[config.mk]
export PLATFORM = sky130hd
export DESIGN_NAME = mem_arbiter
export DESIGN_NICKNAME = d
export VERILOG_FILES = /design/src/rtl/mem_arb_pkg.sv /design/src/rtl/mem_arb_pick.sv /design/src/rtl/mem_arbiter.sv
export SDC_FILE = /design/constraint.sdc
export NUM_CORES = 1
export LEC_CHECK = 0
export BUFFER_PORTS_ARGS = -buffer_cell sky130_fd_sc_hd__clkbuf_2
export CORE_UTILIZATION = 43
export DETAILED_ROUTE_END_ITERATION = 10
export GPL_TIMING_DRIVEN = 0
export PLACE_DENSITY = 0.76
export SYNTH_ARGS = -nofsm -noshare
export SYNTH_HDL_FRONTEND = slang
export SYNTH_SLANG_ARGS = --single-unit
export TNS_END_PERCENT = 10
[constraint.sdc]
create_clock -name i_clk -period 1.3 [get_ports i_clk]
set_input_delay 0.26 -clock i_clk [delete_from_list [all_inputs] [get_ports i_clk]]
set_output_delay 0.26 -clock i_clk [all_outputs]
set_load 0.02 [all_outputs]
[src/rtl/mem_arb_pkg.sv]
// -----------------------------------------------------------------------------
// mem_arb_pkg
// Shared definitions for the two-requester memory arbiter: FSM state
// enumeration, requester count, direction encoding and default widths.
// Optional feature macro (used by mem_arb_pick / mem_arbiter): MEM_ARB_RR_EN
// -----------------------------------------------------------------------------
package mem_arb_pkg;

    typedef enum logic [1:0] {
        IDLE   = 2'd0,
        ACCESS = 2'd1,
        RESP   = 2'd2
    } state_t;

    localparam int   NUM_REQ    = 2;
    localparam logic RW_READ    = 1'b0;
    localparam logic RW_WRITE   = 1'b1;
    localparam int   DEF_ADDR_W = 5;
    localparam int   DEF_DATA_W = 4;

endpackage

[src/rtl/mem_arb_pick.sv]
// -----------------------------------------------------------------------------
// mem_arb_pick
// Combinational winner selection between the two requesters.
// Macro MEM_ARB_RR_EN: defined -> round-robin (the requester not granted most
// recently wins a tie); undefined -> fixed priority, requester 0 always wins.
//
// Ports:
//   i_req   [NUM_REQ-1:0]  per-requester request
//   i_last                 index of the most recently granted requester
//   o_any                  at least one request is present
//   o_win                  index of the winning requester (valid when o_any)
// -----------------------------------------------------------------------------
module mem_arb_pick
    import mem_arb_pkg::*;
(
    input  logic [NUM_REQ-1:0] i_req,
    input  logic               i_last,
    output logic               o_any,
    output logic               o_win
);

`ifdef MEM_ARB_RR_EN
    always_comb begin
        o_any = |i_req;
        // On a tie the requester that did not win last time goes next.
        if (&i_req) begin
            o_win = ~i_last;
        end else begin
            o_win = i_req[1];
        end
    end
`else
    logic w_unused_last;
    assign w_unused_last = i_last;

    always_comb begin
        o_any = |i_req;
        // Requester 1 only wins when requester 0 is silent.
        o_win = ~i_req[0];
    end
`endif

endmodule

[src/rtl/mem_arbiter.sv]
// -----------------------------------------------------------------------------
// mem_arbiter
// Arbitrates two requesters onto a single-port memory. FSM IDLE -> ACCESS
// (-> RESP for reads) -> IDLE; all outputs are registered.
// Optional feature macro: MEM_ARB_RR_EN (round-robin arbitration; default
// build is fixed priority with requester 0 winning and no pointer register).
//
// Ports:
//   i_clk                       clock, rising edge
//   i_nRst                      synchronous active-low reset
//   i_req    [1:0]              per-requester request
//   i_rw     [1:0]              per-requester direction (0 read, 1 write)
//   i_addr   [2*ADDR_W-1:0]     per-requester address, slice r*ADDR_W
//   i_wData  [2*DATA_W-1:0]     per-requester write data, slice r*DATA_W
//   o_gnt    [1:0]              one-cycle grant pulse (during ACCESS)
//   o_rValid [1:0]              one-cycle read-valid pulse (during RESP)
//   o_rData  [DATA_W-1:0]       shared read data
//   o_busy                      high whenever not in IDLE
//   o_mem_sel                   memory select, high only during ACCESS
//   o_mem_rw                    memory direction
//   o_mem_addr  [ADDR_W-1:0]    memory address
//   o_mem_wData [DATA_W-1:0]    memory write data
//   i_mem_rData [DATA_W-1:0]    read data returned by the memory
// -----------------------------------------------------------------------------
module mem_arbiter
    import mem_arb_pkg::*;
#(
    parameter int ADDR_W = DEF_ADDR_W,
    parameter int DATA_W = DEF_DATA_W
) (
    input  logic                  i_clk,
    input  logic                  i_nRst,
    input  logic [NUM_REQ-1:0]    i_req,
    input  logic [NUM_REQ-1:0]    i_rw,
    input  logic [2*ADDR_W-1:0]   i_addr,
    input  logic [2*DATA_W-1:0]   i_wData,
    output logic [NUM_REQ-1:0]    o_gnt,
    output logic [NUM_REQ-1:0]    o_rValid,
    output logic [DATA_W-1:0]     o_rData,
    output logic                  o_busy,
    output logic                  o_mem_sel,
    output logic                  o_mem_rw,
    output logic [ADDR_W-1:0]     o_mem_addr,
    output logic [DATA_W-1:0]     o_mem_wData,
    input  logic [DATA_W-1:0]     i_mem_rData
);

    state_t               r_state;
    logic [NUM_REQ-1:0]   r_gnt;
    logic [NUM_REQ-1:0]   r_rValid;
    logic [DATA_W-1:0]    r_rData;
    logic                 r_busy;
    logic                 r_mem_sel;
    logic                 r_mem_rw;
    logic [ADDR_W-1:0]    r_mem_addr;
    logic [DATA_W-1:0]    r_mem_wData;
    logic                 r_win;

    logic                 w_any;
    logic                 w_win;
    logic                 w_last;

    mem_arb_pick u_pick (
        .i_req  (i_req),
        .i_last (w_last),
        .o_any  (w_any),
        .o_win  (w_win)
    );

`ifdef MEM_ARB_RR_EN
    logic r_last;

    // Pointer starts as "last granted = 1" so requester 0 wins the first tie.
    always_ff @(posedge i_clk) begin
        if (!i_nRst) begin
            r_last <= 1'b1;
        end else if (r_state == IDLE && w_any) begin
            r_last <= w_win;
        end
    end

    assign w_last = r_last;
`else
    assign w_last = 1'b1;
`endif

    always_ff @(posedge i_clk) begin
        if (!i_nRst) begin
            r_state     <= IDLE;
            r_gnt       <= '0;
            r_rValid    <= '0;
            r_rData     <= '0;
            r_busy      <= 1'b0;
            r_mem_sel   <= 1'b0;
            r_mem_rw    <= 1'b0;
            r_mem_addr  <= '0;
            r_mem_wData <= '0;
            r_win       <= 1'b0;
        end else begin
            // Pulses default low; only the state that owns them raises them.
            r_gnt     <= '0;
            r_rValid  <= '0;
            r_mem_sel <= 1'b0;
            case (r_state)
                IDLE: begin
                    if (w_any) begin
                        r_state     <= ACCESS;
                        r_busy      <= 1'b1;
                        r_gnt       <= w_win ? 2'b10 : 2'b01;
                        r_mem_sel   <= 1'b1;
                        r_win       <= w_win;
                        r_mem_rw    <= w_win ? i_rw[1] : i_rw[0];
                        r_mem_addr  <= w_win ? i_addr[ADDR_W +: ADDR_W]
                                             : i_addr[0 +: ADDR_W];
                        r_mem_wData <= w_win ? i_wData[DATA_W +: DATA_W]
                                             : i_wData[0 +: DATA_W];
                    end
                end
                ACCESS: begin
                    if (r_mem_rw == RW_WRITE) begin
                        r_state <= IDLE;
                        r_busy  <= 1'b0;
                    end else begin
                        r_state  <= RESP;
                        r_rValid <= r_win ? 2'b10 : 2'b01;
                        r_rData  <= i_mem_rData;
                    end
                end
                RESP: begin
                    r_state <= IDLE;
                    r_busy  <= 1'b0;
                end
                default: begin
                    r_state <= IDLE;
                    r_busy  <= 1'b0;
                end
            endcase
        end
    end

    assign o_gnt       = r_gnt;
    assign o_rValid    = r_rValid;
    assign o_rData     = r_rData;
    assign o_busy      = r_busy;
    assign o_mem_sel   = r_mem_sel;
    assign o_mem_rw    = r_mem_rw;
    assign o_mem_addr  = r_mem_addr;
    assign o_mem_wData = r_mem_wData;

endmodule
==> results_dict.tcl, run 1 <==
set metrics [dict create \
    status "complete, no violations" \
    power_frac_seq_pct 55.8 \
    register_bit_total_from_synthesis 23 \
    seq_area_frac_synth_pct 49.9 \
    port_buffers 46 \
    min_period_over_period_pct 96.2 \
    power.leakage_nw 0.594 \
    die_w_um 48.3 \
    detailedRoute.firstPassIterationCount 1 \
    worst-path-buf-inv 1 \
    placed_area_mm2 0.00119 \
    place.detailed.hpwl_mm 1.26 \
    totalNegativeSetupSlack_ns 0 \
    numCtsBuffers 3 \
    syn_inst 72 \
    synth-adder-area-share_pct 0 \
    synth.mux.area_fraction_pct 15.2 \
    cp.arrival_ns 0.99 \
    power.combinational.fraction_pct 22.0 \
    die-height_um 48.3 \
    ctsLongestPathBuffers 2 \
    period_minus_slack_ns 1.25 \
    synthesis.area_um2 922 \
    r2r.worst_path.cells 5 \
    initial_utilization_pct 46.5 \
    total_power_mw 1.44 \
    category_of_the_worst_setup_path_capture_point "primary output" \
    critical_path.max_fanout 5 \
    core.rowCount 16 \
    intPower_mw 1.02 \
    final_layout_size_suffix_gt1_share_pct 54.1 \
    hold_path_class "input pin to register" \
    layout.nets 151 \
    relSlewSlack_pct 71.2 \
    route.detailed.drc 0 \
    globalRouteOverflowTotal 0 \
    crit_path_cell_trace "clkbuf_2" \
    rsz_0062_raised_after_global_routing "false" \
    area_growth_syn_to_layout_pct 31.6 \
    swShare_pct 28.8 \
    first_global_vias 670 \
    post-cts-setup-buffers 0 \
    route.top_layer_used "met4" \
    final-setup-viol-count 0 \
    drv_cap 0 \
    routedLengthMet1_um 768 \
    synthesis_warnings 0 \
    grt_antenna_before_repair 0 \
    drt-wirelength-per-cell_um 11.1 \
    critPathMaxStageDelay_ns 0.47 \
    rr_startpoint "r_state[0]$_SDFFE_PN0P_" \
    synth-compound-area-share_pct 19.3 \
    power_density_over_cell_area_mw_per_mm2 1190 \
    synth.distinct_cells 19 \
    cts_root_buf "clkbuf_4" \
    synth.avg_cell_area_um2 12.8 \
    start_kind "register" \
    core_area_mm2 0.00198 \
    place_congestion 0.734 \
    synth_top_family_by_area "compound AO/OA/AOI/OAI gates" \
    report.final.slew_viol_count 0 \
    worst-endpoint-required_ns 1.04 \
    holdBufCountCts 0 \
    pin_count_of_the_biggest_net_entering_global_routing 14 \
    setup.reg_to_reg.worst_slack_ns 0.08 \
    area_enclosed_by_the_die_boundary_mm2 0.00233 \
    worst_hold_startpoint "i_mem_rData[0]" \
    antennaDiodeCount 0 \
    finalHoldViolCount 0 \
    clock.fmax_mhz 800 \
    worst_skew_pair.late_latency_ns 0.30 \
    ant_nets 0 \
    worst_slew_pin_slew_ns 0.430 \
    detail_route.vias_per_cell 4.63 \
    crit_path_slowest_cell "dfxtp_1" \
    total_switching_power_mw 0.414 \
    yosys.area_share.simple_pct 9.77 \
    regToRegEndpoint "o_mem_wData[2]$_SDFFE_PN0P_" \
    fin_skew_ns 0.00320 \
    worstSetupPathType "register to primary output" \
    grt_pass1_wl_mm 2.82 \
    drt_iter0_drc 0 \
    post-route-cell-area_mm2 0.00121 \
    whs_path_depth 3 \
    routed_wirelength_mm 1.65 \
    wl_met2_um 765 \
    post_cts_resized 0 \
    maximum_resistive_drop_on_vdd_mv 0.582 \
    clk_transition_reported_paths_ns 0.12 \
    power_frac_clock_pct 22.2 \
    cpLargestDelayFamily "flip-flops" \
    cts_num_sinks 23 \
    clock_tree.htree_level_count 1 \
    synth_nets 100 \
    route.vias.total 690 \
    share_of_the_synthesized_netlist_area_taken_by_xor_and_xnor_gates_pct 0 \
    timing.hold.worst_endpoint "o_rData[0]$_SDFFE_PN0P_" \
    gr-usage-all-layers_pct 15.3 \
    routed-wl-met3_um 100 \
    i_o_pin_count 48 \
    tritoncts_clock_tree "done" \
]
==> registers in the layout (all words and copies together), names as in the netlist <==
register,flops
r_state,2
o_rData,4
o_gnt,2
o_busy,1
o_mem_sel,1
r_win,1
o_mem_wData,4
o_rValid,2
o_mem_rw,1
o_mem_addr,5
==> layer usage <==
layer	up-vias	global-route usage, %
met5	-	0
met4	0	5.88
met3	2	2.83
met2	30	26.5
met1	304	18.7
li1	354	-
==> tightest hold or removal path, cell delays in order <==
cell and delay, ns:
clkbuf_2 0.07, mux2i_1 0.05, nor2b_1 0.10
==> cell usage in the layout (no fill, tap or decap), drive strengths merged <==
master   Yosys  final
inv          2      2
and2         2      2
o2bb2ai     11     11
a21oi        1      1
nand2        2      2
dfxtp       23     23
o21bai       1      1
nor2b        5      5
nor3b        2      2
nand2b       1      1
nor2         1      1
clkinv       0      1
mux2i       14     14
or2          1      1
clkbuf       0     49
buf          5      5
o21a         1      1
==> Yosys cell counts <==
library cell / n / area, um2
dfxtp_1: 23 / 460
mux2i_1: 14 / 140
o2bb2ai_2: 8 / 120
nor2b_1: 5 / 31.3
buf_6: 3 / 33.8
o2bb2ai_1: 3 / 26.3
and2_1: 2 / 12.5
inv_1: 2 / 7.51
nand2_1: 2 / 7.51
a21oi_1: 1 / 5.00
buf_2: 1 / 5.00
buf_4: 1 / 7.51
nand2b_1: 1 / 6.26
nor2_2: 1 / 6.26
nor3b_1: 1 / 7.51
nor3b_2: 1 / 12.5
o21a_1: 1 / 7.51
o21bai_4: 1 / 18.8
or2_1: 1 / 6.26
==> power groups by stage <==
stage / clock network (mW) / logic (mW) / registers [mW]
floorplan: 0 / 0.147 / 0.876
global placement: 0 / 0.314 / 0.815
detailed placement: 0 / 0.321 / 0.816
CTS: 0.330 / 0.321 / 0.802
global route: 0.351 / 0.342 / 0.811
finish: 0.319 / 0.317 / 0.802
==> layout make-up <==
type	count	area [um2]
sequential	23	460
multi-input combinational	42	408
inverter	2	7.51
clock inverter	1	5.00
timing repair buffer	46	230
clock buffer	3	22.5
buffer	5	46.3
fill	180	768
tap	27	33.8
==> logic make-up (layout without fill, tap and decap cells) <==
kind of cell | after synthesis | after routing
AO/OA/AOI/OAI | 14 | 14
buffers and inverters | 7 | 57
flip-flops | 23 | 23
multiplexers | 14 | 14
AND/OR/NAND/NOR | 14 | 14
==> how the worst max path moves through the flow <==
stage                                startpoint                       to  slack, ns  depth (start not counted)
after global placement    o_mem_rw$_SDFFE_PN0P_  o_rData[1]$_SDFFE_PN0P_       0.13                          3
after detailed placement  o_mem_rw$_SDFFE_PN0P_  o_rData[1]$_SDFFE_PN0P_       0.10                          3
after floorplan           o_mem_rw$_SDFFE_PN0P_  o_rData[0]$_SDFFE_PN0P_       0.14                          3
after CTS                 o_mem_rw$_SDFFE_PN0P_                 o_mem_rw       0.05                          1
final                     o_mem_rw$_SDFFE_PN0P_                 o_mem_rw       0.05                          1
after global routing      o_mem_rw$_SDFFE_PN0P_  o_rData[0]$_SDFFE_PN0P_      0.005                          3
==> through the flow <==
step / worst slack, ns / hold slack, ns / cells / utilization (%)
floorplan: 0.143 / 0.388 / 72 / -
global placement: 0.134 / 0.433 / 145 / 59.8
detailed placement: 0.104 / 0.457 / 145 / 59.8
CTS: 0.0547 / 0.209 / 149 / 61.2
global route: 0.00546 / 0.214 / 149 / 61.2
finish: 0.0495 / 0.215 / 149 / 61.2
Power figures use the tool's default switching activity.
==> inputs of run 2 (changes only) <==
BUFFER_PORTS_ARGS = default   (was -buffer_cell sky130_fd_sc_hd__clkbuf_2)
CORE_UTILIZATION = 58   (was 43)
CTS_BUF_LIST = sky130_fd_sc_hd__clkbuf_8 sky130_fd_sc_hd__clkbuf_16   (was default)
DONT_BUFFER_PORTS = 1   (was default)
PLACE_DENSITY = 0.73   (was 0.76)
SLEW_MARGIN = 5   (was default)
==> results_dict.tcl, run 2 (synthesis gave the netlist of run 1 again) <==
set metrics [dict create \
    status "complete, no violations" \
    initial_utilization_pct 61.9 \
    cp.arrival_ns 1.38 \
    area_enclosed_by_the_die_boundary_mm2 0.00175 \
    rr_startpoint "o_mem_rw$_SDFFE_PN0P_" \
    clock.fmax_mhz 814 \
    critical_path.max_fanout 5 \
    power.leakage_nw 0.403 \
    holdBufCountCts 0 \
    post-cts-setup-buffers 0 \
    tritoncts_clock_tree "done" \
    pin_count_of_the_biggest_net_entering_global_routing 14 \
    fin_skew_ns 0.00126 \
    place_congestion 0.678 \
    mostFrequentLayoutCell "dfxtp_1" \
    relSlewSlack_pct 71.8 \
    min_period_over_period_pct 94.5 \
    finalHoldWorstSlack_ns 0.131 \
    layout.nets 105 \
    drv_cap 0 \
    grt_pass1_wl_mm 2.32 \
    die-height_um 41.9 \
    final-setup-viol-count 0 \
    final_layout_size_suffix_gt1_share_pct 26.3 \
    detail_route.vias_per_cell 5.71 \
    setup.reg_to_reg.worst_slack_ns 0.07 \
    cts_root_buf "clkbuf_8" \
    period_minus_slack_ns 1.23 \
    drt-wirelength-per-cell_um 15.6 \
    area_growth_syn_to_layout_pct 7.87 \
    power_density_over_cell_area_mw_per_mm2 1470 \
    post_cts_resized 1 \
    register_area_um2 460 \
    antennaDiodeCount 0 \
    worstSetupPathType "register to register" \
    drt_iter0_drc 3 \
    start_kind "register" \
    clk_transition_reported_paths_ns 0.08 \
    die_w_um 41.9 \
    route.detailed.drc 0 \
    worst_skew_pair.late_latency_ns 0.25 \
    largest_register_ff_count 5 \
    clock_tree.htree_level_count 1 \
    gr-usage-all-layers_pct 17.9 \
    total_power_mw 1.46 \
    rsz_0062_raised_after_global_routing "false" \
    worst-endpoint-required_ns 1.45 \
    category_of_the_worst_setup_path_capture_point "register" \
    numCtsBuffers 3 \
    finalHoldViolCount 0 \
    maximum_resistive_drop_on_vdd_mv 1.05 \
    fill_cells 120 \
    hold_path_class "input pin to register" \
    post-route-cell-area_um2 995 \
    i_o_pin_count 48 \
    setup.worst_path.start "o_mem_rw$_SDFFE_PN0P_" \
    core_area_mm2 0.00149 \
    ant_nets 0 \
    detailedRoute.firstPassIterationCount 4 \
    core.rowCount 14 \
    globalRouteOverflowTotal 0 \
    area_of_the_multi_input_gates_um2 414 \
    regToRegEndpoint "o_rData[1]$_SDFFE_PN0P_" \
    placed_area_um2 942 \
    grt_antenna_before_repair 0 \
    port_buffers 0 \
    place.detailed.hpwl_mm 1.09 \
    routed_wirelength_mm 1.43 \
    totalNegativeSetupSlack_ns 0 \
    report.final.slew_viol_count 0 \
    ctsLongestPathBuffers 2 \
    most-common-layout-cells "dfxtp_1 (23), mux2i_1 (14), o2bb2ai_2 (8)" \
    critical_path.endpoint "o_rData[1]$_SDFFE_PN0P_" \
    route.vias.total 525 \
    cts_num_sinks 23 \
    first_global_vias 514 \
    worst_slew_pin_slew_ns 0.422 \
    r2r.worst_path.cells 3 \
]
run 2: worst min-delay path by stage:
| stage | slack [ns] | from | to | cells after the start |
|---|---|---|---|---|
| after floorplan | 0.39 | i_nRst | o_rData[0]$_SDFFE_PN0P_ | 1 |
| after global placement | 0.39 | i_nRst | o_rData[3]$_SDFFE_PN0P_ | 1 |
| after detailed placement | 0.40 | i_nRst | o_rData[0]$_SDFFE_PN0P_ | 1 |
| after CTS | 0.12 | i_nRst | o_rData[3]$_SDFFE_PN0P_ | 1 |
| after global routing | 0.13 | i_nRst | o_rData[0]$_SDFFE_PN0P_ | 1 |
| final | 0.13 | i_nRst | o_rData[3]$_SDFFE_PN0P_ | 1 |
run 2: where the power goes:
group / switching [mW] / total, mW / internal, mW
clock: 0.205 / 0.418 / 0.213
sequential: 0.108 / 0.872 / 0.764
combinational: 0.0793 / 0.169 / 0.0900
total: 0.392 / 1.46 / 1.07
run 2: worst max-delay path, cell delays in order (launching register included):
cell and delay (ns):
dfxtp_1 0.44, nor3b_4 0.39, mux2i_1 0.24, nor2b_1 0.06
run 2: stage by stage:
| stage | utilization [%] | cells | worst slack (ns) |
|---|---|---|---|
| finish | 66.8 | 92 | 0.0721 |
| global route | 66.8 | 92 | 0.00210 |
| CTS | 66.8 | 92 | 0.0693 |
| detailed placement | 63.3 | 88 | -0.0124 |
| global placement | 63.3 | 88 | 0.0283 |
| floorplan | - | 72 | 0.143 |
run 2: area by class of cell:
cell class,count,share of cell area [%]
flip-flops and latches,23,46.3
multi-input cells,42,41.6
plain buffers,5,4.65
clock buffers,3,4.15
well taps,16,2.01
inverters,2,0.755
clock inverters,1,0.503
run 2: layer usage:
layer	GRT usage [%]	routed length (um)	up-vias
met5	0	0	-
li1	-	-	258
met4	9.68	13	0
met3	3.91	87	2
met2	28.4	706	25
met1	22.6	625	240
